`config.mk`:
```
export PLATFORM = sky130hd
export DESIGN_NAME = squash_redirect_buffer_flat
export DESIGN_NICKNAME = d
export VERILOG_FILES = /design/src/rtl/squash_pkg.sv /design/src/rtl/squash_redirect_buffer_if.sv /design/src/rtl/squash_age_cmp.sv /design/src/rtl/squash_redirect_buffer.sv /design/src/flat_wrapper.sv
export SDC_FILE = /design/constraint.sdc
export NUM_CORES = 1
export LEC_CHECK = 0
export BUFFER_PORTS_ARGS = -buffer_cell sky130_fd_sc_hd__buf_4
export CORE_AREA = 3 3 68 83
export DETAILED_ROUTE_END_ITERATION = 10
export DIE_AREA = 0 0 71 86
export GPL_ROUTABILITY_DRIVEN = 1
export PLACE_DENSITY = 0.75
export SLEW_MARGIN = 20
export SYNTH_ARGS = -nofsm -noshare
export SYNTH_HDL_FRONTEND = slang
export SYNTH_HIERARCHICAL = 1
export SYNTH_SLANG_ARGS = --single-unit
```
`constraint.sdc`:
```
create_clock -name clk -period 3.3 [get_ports clk]
set_clock_uncertainty 0.05 [all_clocks]
set_input_delay 0.66 -clock clk [delete_from_list [all_inputs] [get_ports clk]]
set_output_delay 0.66 -clock clk [all_outputs]
set_load 0.01 [all_outputs]
```
`src/rtl/squash_pkg.sv`:
```
// rtl/squash_pkg.sv - shared types for the squash redirect buffer
package squash_pkg;

    localparam int c_seq_num_bits = 5;
    localparam int c_target_bits  = 32;

    typedef enum logic {
        IDLE = 1'b0,
        PEND = 1'b1
    } squash_state_e;

    typedef struct packed {
        logic [c_seq_num_bits-1:0] seq_num;
        logic [c_target_bits-1:0]  target;
    } pend_entry_t;

endpackage

```
`src/rtl/squash_redirect_buffer_if.sv`:
```
// rtl/squash_redirect_buffer_if.sv - squash in, commit in, redirect out bundle
interface squash_redirect_buffer_if #(
    parameter int p_seq_num_bits = 5
);
    logic [p_seq_num_bits-1:0] sq_seq_num;
    logic [31:0]               sq_target;
    logic                      sq_val;
    logic [p_seq_num_bits-1:0] commit_seq_num;
    logic                      commit_val;
    logic [p_seq_num_bits-1:0] redirect_seq_num;
    logic [31:0]               redirect_target;
    logic                      redirect_val;
    logic                      redirect_rdy;

    modport master (
        input  sq_seq_num, sq_target, sq_val,
        input  commit_seq_num, commit_val,
        input  redirect_rdy,
        output redirect_seq_num, redirect_target, redirect_val
    );

    modport slave (
        output sq_seq_num, sq_target, sq_val,
        output commit_seq_num, commit_val,
        output redirect_rdy,
        input  redirect_seq_num, redirect_target, redirect_val
    );
endinterface

```
`src/rtl/squash_age_cmp.sv`:
```
// rtl/squash_age_cmp.sv - program-order age compare relative to the commit head
module squash_age_cmp #(
    parameter int p_seq_num_bits = 5
) (
    input  logic [p_seq_num_bits-1:0] a,
    input  logic [p_seq_num_bits-1:0] b,
    input  logic [p_seq_num_bits-1:0] head,
    output logic                      a_is_older
);
    logic [p_seq_num_bits-1:0] a_dist;
    logic [p_seq_num_bits-1:0] b_dist;

    // Distances wrap naturally in the seq width; ties are not older.
    assign a_dist     = a - head;
    assign b_dist     = b - head;
    assign a_is_older = (a_dist < b_dist);
endmodule

```
`src/rtl/squash_redirect_buffer.sv`:
```
// rtl/squash_redirect_buffer.sv - keeps the oldest squash and presents it as a fetch redirect; SQUASH_REDIRECT_BUFFER_BYPASS_EN adds a 0-latency IDLE path
module squash_redirect_buffer
    import squash_pkg::*;
#(
    parameter int p_seq_num_bits = c_seq_num_bits
) (
    input logic                       clk,
    input logic                       rst,
    squash_redirect_buffer_if.master  bus
);
    localparam logic [p_seq_num_bits-1:0] c_one = 1;

    squash_state_e             state;
    pend_entry_t               pend_q;
    logic                      pend_committed;
    logic [p_seq_num_bits-1:0] head;

    logic incoming_older;
    logic take_older;
    logic fire;
    logic bypass_fire;
    logic commit_hits_pend;

    squash_age_cmp #(
        .p_seq_num_bits(p_seq_num_bits)
    ) u_age_cmp (
        .a          (bus.sq_seq_num),
        .b          (pend_q.seq_num),
        .head       (head),
        .a_is_older (incoming_older)
    );

    // Once the pending entry has committed it is older than anything still in flight.
    assign take_older       = bus.sq_val && incoming_older && !pend_committed;
    assign fire             = (state == PEND) && bus.redirect_rdy;
    assign commit_hits_pend = bus.commit_val && (bus.commit_seq_num == pend_q.seq_num);

`ifdef SQUASH_REDIRECT_BUFFER_BYPASS_EN
    assign bypass_fire = (state == IDLE) && bus.sq_val && bus.redirect_rdy;

    assign bus.redirect_val     = (state == PEND) || bypass_fire;
    assign bus.redirect_seq_num = bypass_fire ? bus.sq_seq_num : pend_q.seq_num;
    assign bus.redirect_target  = bypass_fire ? bus.sq_target  : pend_q.target;
`else
    assign bypass_fire = 1'b0;

    assign bus.redirect_val     = (state == PEND);
    assign bus.redirect_seq_num = pend_q.seq_num;
    assign bus.redirect_target  = pend_q.target;
`endif

    always_ff @(posedge clk or negedge rst) begin
        if (!rst) begin
            state          <= IDLE;
            pend_q         <= '0;
            pend_committed <= 1'b0;
            head           <= '0;
        end else begin
            if (bus.commit_val) begin
                head <= bus.commit_seq_num + c_one;
            end
            unique case (state)
                IDLE: begin
                    if (bus.sq_val && !bypass_fire) begin
                        pend_q.seq_num <= bus.sq_seq_num;
                        pend_q.target  <= bus.sq_target;
                        pend_committed <= 1'b0;
                        state          <= PEND;
                    end
                end
                PEND: begin
                    // An older squash wins whether or not the current entry fires.
                    if (take_older) begin
                        pend_q.seq_num <= bus.sq_seq_num;
                        pend_q.target  <= bus.sq_target;
                        pend_committed <= 1'b0;
                    end else if (fire) begin
                        pend_committed <= 1'b0;
                        state          <= IDLE;
                    end else if (commit_hits_pend) begin
                        pend_committed <= 1'b1;
                    end
                end
                default: begin
                    state <= IDLE;
                end
            endcase
        end
    end
endmodule

```
`src/flat_wrapper.sv`:
```
// flat-port wrapper written by rule: the top's interface ports become plain ports
module squash_redirect_buffer_flat import squash_pkg::*;
#(
    parameter int p_seq_num_bits = c_seq_num_bits
)
  (clk, rst, bus_sq_seq_num, bus_sq_target, bus_sq_val, bus_commit_seq_num, bus_commit_val, bus_redirect_rdy, bus_redirect_seq_num, bus_redirect_target, bus_redirect_val);
  squash_redirect_buffer_if #(.p_seq_num_bits(p_seq_num_bits)) bus_i ();
  input logic clk;
  input logic rst;
  input wire logic [$bits(bus_i.sq_seq_num)-1:0] bus_sq_seq_num;
  input wire logic [$bits(bus_i.sq_target)-1:0] bus_sq_target;
  input wire logic [$bits(bus_i.sq_val)-1:0] bus_sq_val;
  input wire logic [$bits(bus_i.commit_seq_num)-1:0] bus_commit_seq_num;
  input wire logic [$bits(bus_i.commit_val)-1:0] bus_commit_val;
  input wire logic [$bits(bus_i.redirect_rdy)-1:0] bus_redirect_rdy;
  output wire logic [$bits(bus_i.redirect_seq_num)-1:0] bus_redirect_seq_num;
  output wire logic [$bits(bus_i.redirect_target)-1:0] bus_redirect_target;
  output wire logic [$bits(bus_i.redirect_val)-1:0] bus_redirect_val;
  assign bus_i.sq_seq_num = bus_sq_seq_num;
  assign bus_i.sq_target = bus_sq_target;
  assign bus_i.sq_val = bus_sq_val;
  assign bus_i.commit_seq_num = bus_commit_seq_num;
  assign bus_i.commit_val = bus_commit_val;
  assign bus_i.redirect_rdy = bus_redirect_rdy;
  assign bus_redirect_seq_num = bus_i.redirect_seq_num;
  assign bus_redirect_target = bus_i.redirect_target;
  assign bus_redirect_val = bus_i.redirect_val;
  squash_redirect_buffer #(.p_seq_num_bits(p_seq_num_bits)) u_core (.clk(clk), .rst(rst), .bus(bus_i));
endmodule
```
==> metrics.yaml, run 1 <==
outcome:
  outcome: "complete, no violations"
clock_network:
  cts_max_level: 2
  clk_pin_slew_ns: 0.08
  tritoncts: "built"
  numCtsBuffers: 5
  cts-root-buf: "clkbuf_8"
  cts_buffer_depth: 2
  numClockSinks: 44
  clock_latency_ns: 0.29
setup_path:
  cp.required_ns: 3.43
  worstPathArrival_ns: 3.43
  path_class: "flop to flop"
  crit_path_end_kind: "flop"
  crit_path_top_delay_cell: "dfrtp_1"
  worstReg2RegEnd: "u_core/bus.redirect_target[31]$_DFFE_PN0P_"
  cp_max_fo: 7
  r2r_setup_slack_ns: 0.005
  critPathLaunchType: "flop"
  crit_chain: "inv_1 > ha_1 > inv_2 > fa_2 > a21o_4 > a21oi_4 > xnor2_2 > ha_1 > nand4_1 > a21oi_2 > a211oi_2 > nand2b_4 > a21boi_4 > buf_6 > clkbuf_16 > mux2_4"
  cpMostUsedCell: "ha_1"
  reg2reg_from: "u_core/bus.redirect_seq_num[0]$_DFFE_PN0P_"
  slowest_delay_ns: 0.38
  rr_worst_depth: 16
floorplan:
  floorplan.initialDensity: 0.440
  core_mm2: 0.00490
  die-area_mm2: 0.00611
  die_h_um: 86
  ios: 85
  fp-row-count: 28
  die_w_um: 71
power_and_ir_drop:
  p_leak_nw: 1.58
  cellPowerDensity_mw_per_mm2: 1060
  ir_drop_mv: 0.560
placement:
  globalplace.congestion: 0.811
  dp_hpwl_um: 3860
  numPortBuffers: 84
  dp_slack_ns: -0.195
grt:
  antenna_found_initial: 0
  grt_pass1_vias: 1744
  grt_usage: 0.169
  grt_pass1_wl_um: 8060
  grt_max_degree: 45
  overflow: 0
hold_path:
  hold_path_class: "primary input to async pin"
route:
  avgViaCountPerCell: 4.96
  first_pass_iters: 4
  remaining_drc_errors: 0
  ant_nets: 0
  wl_um: 5400
  drt-initial-drc-count: 68
  wl_per_cell_um: 16.7
  vias: 1602
finish:
  layout_commonest_cell: "buf_4"
  antenna_cells: 0
  layout_common_cells: "buf_4, dfrtp_1, mux2_2"
  syn_to_final_growth_pct: 49.8
  drive_gt1_frac: 0.612
  num-nets-final: 324
synth:
  synth.ff_latch_count: 44
  yosysSeqAreaShare: 0.510
  syn_nets: 222
  syn_inst: 160
  syn_area_mm2: 0.00216
  synth_top_cell_by_area: "dfrtp_1"
  yosys_warnings: 6
  synthDistinctLibCells: 27
  ys_top_cells_by_area: "dfrtp_1, mux2_2, ha_1, xnor2_1, xor2_1"
  avgSynthCellArea_um2: 13.5
  synth_top_area_share: 0.510
timing:
  fmax_mhz: 303
  final_hold_viol_count: 0
  max_slew_margin: 0.634
  rsz0062_at_grt: "yes"
  min_period_ns: 3.30
  setup_viol: 0
  timing.hold.ws_ns: 0.299
  final.period_utilization: 0.998
  worst_slew_pin_slew_ns: 0.549
  final.setup.worst_slack_ns: 0.00498
  slew_violations: 0
job:
  max_cap_violations: 0
-- stage by stage --
step	instances	power, mW	util	cell area, um^2	setup TNS [ns]
after floorplan	160	1.99	-	2170	0
after global placement	307	2.62	0.594	2910	-4.47
after detailed placement	307	2.66	0.594	2910	-6.40
after CTS	315	3.03	0.613	3010	-0.00308
after global routing	323	3.65	0.659	3230	-2.40
final	323	3.43	0.659	3230	0
-- cells by family after synthesis --
logic type,after synthesis,synth area share
mux,39,0.203
flops,44,0.510
xor+xnor,16,0.0649
simple gates,10,0.0249
fa+ha+maj,15,0.0939
compound gates,20,0.0655
buf+inv,16,0.0382
-- layout make-up --
type	instances	area [um^2]
inverters	11	41.3
well taps	60	75.1
fillers	385	1670
multi-input cells	100	1100
repair buffers	100	818
clock buffers	7	86.3
flip-flops and latches	44	1100
clock inverters	1	7.51
-- per-layer routing --
metal | vias to the layer above | global-route usage | part of all wire
met3 | 8 | 0.0481 | 0.068
met4 | 0 | 0.0632 | 0.017
met2 | 57 | 0.295 | 0.52
met5 | - | 0 | 0
met1 | 779 | 0.196 | 0.39
li1 | 758 | - | -
-- power by group --
part / internal [mW] / switching (mW)
combinational: 1.26 / 0.852
sequential: 0.795 / 0.171
clock: 0.170 / 0.180
-- critical path, delay by kind of cell (launching register included) --
kind	cells	cell delay, ns
AOI/OAI and AO/OA	5	0.94
adders and majority gates	3	0.82
buffers and inverters	4	0.42
DFF	1	0.38
muxes	1	0.30
and+or+nand+nor	2	0.19
xor gates and xnor gates	1	0.09
-- cells in the mapped netlist (all sizes together) --
library cell,number
clkbuf,1
nand2b,1
fa,2
mux2i,1
buf,4
mux2,38
a2111oi,1
o21a,1
nand3,3
a21boi,1
a31oi,1
a21oi,9
xnor2,10
nand4,1
a41oi,1
nor2,3
o21ai,1
a211oi,1
a21o,4
xor2,6
ha,13
dfrtp,44
nand2,2
inv,11
-- repair_timing --
item / 4_1_cts / 5_1_grt
resized for setup: 0 / 40
hold buffers: 0 / 0
cloned: 0 / 2
pin swaps: 0 / 11
setup buffers: 0 / 6
setup endpoints to repair: 1 / 37
-- sequential cells by signal (all words and copies together), names as in the netlist --
| register | flops |
|---|---|
| u_core/bus.redirect_seq_num | 5 |
| u_core/bus.redirect_target | 32 |
| u_core/bus.redirect_val | 1 |
| u_core/head | 5 |
| u_core/pend_committed | 1 |
-- worst max path at each step --
stage	endpoint	from	cells past startpoint	slack (ns)
after floorplan	u_core/bus.redirect_seq_num[0]$_DFFE_PN0P_	bus_sq_seq_num[0]	16	0.01
after global placement	u_core/bus.redirect_target[21]$_DFFE_PN0P_	bus_sq_seq_num[0]	16	-0.13
after detailed placement	u_core/bus.redirect_target[25]$_DFFE_PN0P_	bus_sq_seq_num[0]	16	-0.19
after CTS	u_core/bus.redirect_target[25]$_DFFE_PN0P_	u_core/bus.redirect_seq_num[0]$_DFFE_PN0P_	15	-0.003
after global routing	u_core/bus.redirect_target[31]$_DFFE_PN0P_	u_core/head[2]$_DFFE_PN0P_	14	-0.11
final	u_core/bus.redirect_target[31]$_DFFE_PN0P_	u_core/bus.redirect_seq_num[0]$_DFFE_PN0P_	16	0.005
Note: power is estimated with default switching activity, not from simulation.
==> inputs of run 2 (changes only) <==
CORE_AREA = 3 3 68 82   (was 3 3 68 83)
CTS_BUF_LIST = sky130_fd_sc_hd__clkbuf_4 sky130_fd_sc_hd__clkbuf_8   (was not set)
DIE_AREA = 0 0 71 85   (was 0 0 71 86)
PLACE_DENSITY = 0.76   (was 0.75)
==> metrics.yaml, run 2 (synthesis gave the netlist of run 1 again) <==
setup_path:
  cp.required_ns: 3.43
  crit_family: "adder cells"
  slowest_delay_ns: 0.33
  worstPathArrival_ns: 3.37
  crit_chain: "buf_4 > inv_1 > ha_2 > inv_2 > fa_2 > a21o_1 > a21oi_2 > xnor2_1 > ha_1 > nand4_1 > a21oi_2 > a211oi_2 > nand2b_4 > a21boi_4 > buf_12 > clkbuf_16 > mux2_2"
  cpMostUsedCell: "a21oi_2"
  critPathLaunchType: "primary input"
  crit_path_end_kind: "flop"
  cp_max_fo: 10
  crit_path_top_delay_cell: "fa_2"
  path_buf_inv: 5
  path_class: "primary input to flop"
power_and_ir_drop:
  combPwrFrac: 0.597
  swShare: 0.352
  ir_drop_mv: 0.528
  p_leak_nw: 1.50
  pwr-share-seq: 0.300
  power_switching_mw: 1.12
  cellPowerDensity_mw_per_mm2: 1020
  clkPwrFrac: 0.103
  intPower_mw: 2.07
clock_network:
  clock_latency_ns: 0.29
  cts-root-buf: "clkbuf_8"
  numCtsBuffers: 5
  cts_buffer_depth: 2
  cts_max_level: 2
  numClockSinks: 44
  tritoncts: "built"
  cts_hold_buffers: 0
  clk_pin_slew_ns: 0.09
grt:
  grt_pass1_wl_um: 7600
  grt_usage: 0.159
  overflow: 0
  grt_max_degree: 45
  grt_pass1_vias: 1674
  antenna_found_initial: 0
route:
  drt-initial-drc-count: 46
  remaining_drc_errors: 0
  first_pass_iters: 4
  vias: 1574
  ant_nets: 0
  wl_um: 4830
  avgViaCountPerCell: 4.92
  wl_per_cell_um: 15.1
timing:
  rsz0062_at_grt: "yes"
  max_slew_margin: 0.636
  final.period_utilization: 0.983
  min_period_ns: 3.24
  setup_viol: 0
  final_hold_viol_count: 0
  slew_violations: 0
  worst_slew_pin_slew_ns: 0.546
  fmax_mhz: 308
placement:
  dp_hpwl_um: 3550
  placed_cell_area_mm2: 0.00290
  numPortBuffers: 84
  globalplace.congestion: 0.804
finish:
  postLayoutCoreUtil: 0.635
  largest_register_ffs: 32
  layout_commonest_cell: "buf_4"
  antenna_cells: 0
  num-nets-final: 322
  design_area_mm2: 0.00312
  fill_cells: 394
  layout_common_cells: "buf_4, dfrtp_1, mux2_2"
  syn_to_final_growth_pct: 44.3
  drive_gt1_frac: 0.604
floorplan:
  die_w_um: 71
  floorplan.initialDensity: 0.440
  core_mm2: 0.00490
  die_h_um: 85
  ios: 85
  die-area_mm2: 0.00604
  fp-row-count: 28
hold_path:
  hold_path_class: "primary input to async pin"
outcome:
  outcome: "complete, no violations"
job:
  max_cap_violations: 0
run 2: cell types whose count changed in the layout (fill, tap and decap cells not counted), moves of 2 or more:
| cell | delta |
|---|---|
| mux2_2 | +16 |
| buf_8 | -3 |
| mux2_4 | -16 |
| buf_6 | -2 |
run 2: repair_timing:
action                                 in CTS  in global routing
setup endpoints to repair                   0                 37
endpoints found under the hold margin       0                  0
resized for setup                           0                 12
setup buffers                               0                  4
run 2: power by group through the flow:
| stage | sequential, mW | combinational (mW) | clock, mW |
|---|---|---|---|
| 2_1_floorplan | 1.06 | 0.926 | 0 |
| 5_1_grt | 1.00 | 2.07 | 0.358 |
| 4_1_cts | 0.961 | 1.69 | 0.338 |
| 3_5_place_dp | 0.966 | 1.69 | 0 |
| 6_report | 0.958 | 1.91 | 0.329 |
| 3_3_place_gp | 0.958 | 1.67 | 0 |
run 2: through the flow:
step | total power [mW] | hold slack (ns) | worst slack (ns) | setup TNS (ns) | instances
2_1_floorplan | 1.99 | 0.314 | 0.0102 | 0 | 160
3_5_place_dp | 2.66 | 0.447 | -0.185 | -6.21 | 306
4_1_cts | 2.99 | 0.313 | 0.0378 | 0 | 313
5_1_grt | 3.43 | 0.332 | -0.0876 | -2.46 | 320
3_3_place_gp | 2.63 | 0.440 | -0.120 | -4.00 | 306
6_report | 3.19 | 0.296 | 0.0561 | 0 | 320
run 2: final timing paths:
check | depth (start not counted) | end | start | slack [ns]
worst max-delay path | 17 | u_core/bus.redirect_target[11]$_DFFE_PN0P_ | bus_sq_seq_num[0] | 0.06
worst min-delay path | 1 | u_core/bus.redirect_target[31]$_DFFE_PN0P_ | rst | 0.30
worst max register to register | 16 | u_core/bus.redirect_target[11]$_DFFE_PN0P_ | u_core/bus.redirect_seq_num[0]$_DFFE_PN0P_ | 0.08
worst min register to register | 1 | u_core/bus.redirect_target[8]$_DFFE_PN0P_ | u_core/bus.redirect_target[8]$_DFFE_PN0P_ | 0.46
max in group asynchronous | 1 | u_core/bus.redirect_target[28]$_DFFE_PN0P_ | rst | 2.53
min in group clk | 1 | u_core/bus.redirect_target[8]$_DFFE_PN0P_ | u_core/bus.redirect_target[8]$_DFFE_PN0P_ | 0.46
run 2: layout make-up:
cell class	instances	area [um^2]	share of cell area
inverters	11	41.3	0.0133
clock inverters	2	12.5	0.00402
clock buffers	5	68.8	0.0221
repair buffers	98	803	0.258
multi-input cells	100	1010	0.325
well taps	60	75.1	0.0241
flip-flops and latches	44	1100	0.353
run 2: metal layers:
layer / vias to the layer above / part of all wire / routed length, um / GRT usage
met4: 0 / 0.0099 / 48 / 0.0564
met3: 5 / 0.074 / 355 / 0.0640
met1: 774 / 0.39 / 1870 / 0.186
met5: - / 0 / 0 / 0
met2: 44 / 0.53 / 2550 / 0.265
li1: 751 / - / - / -
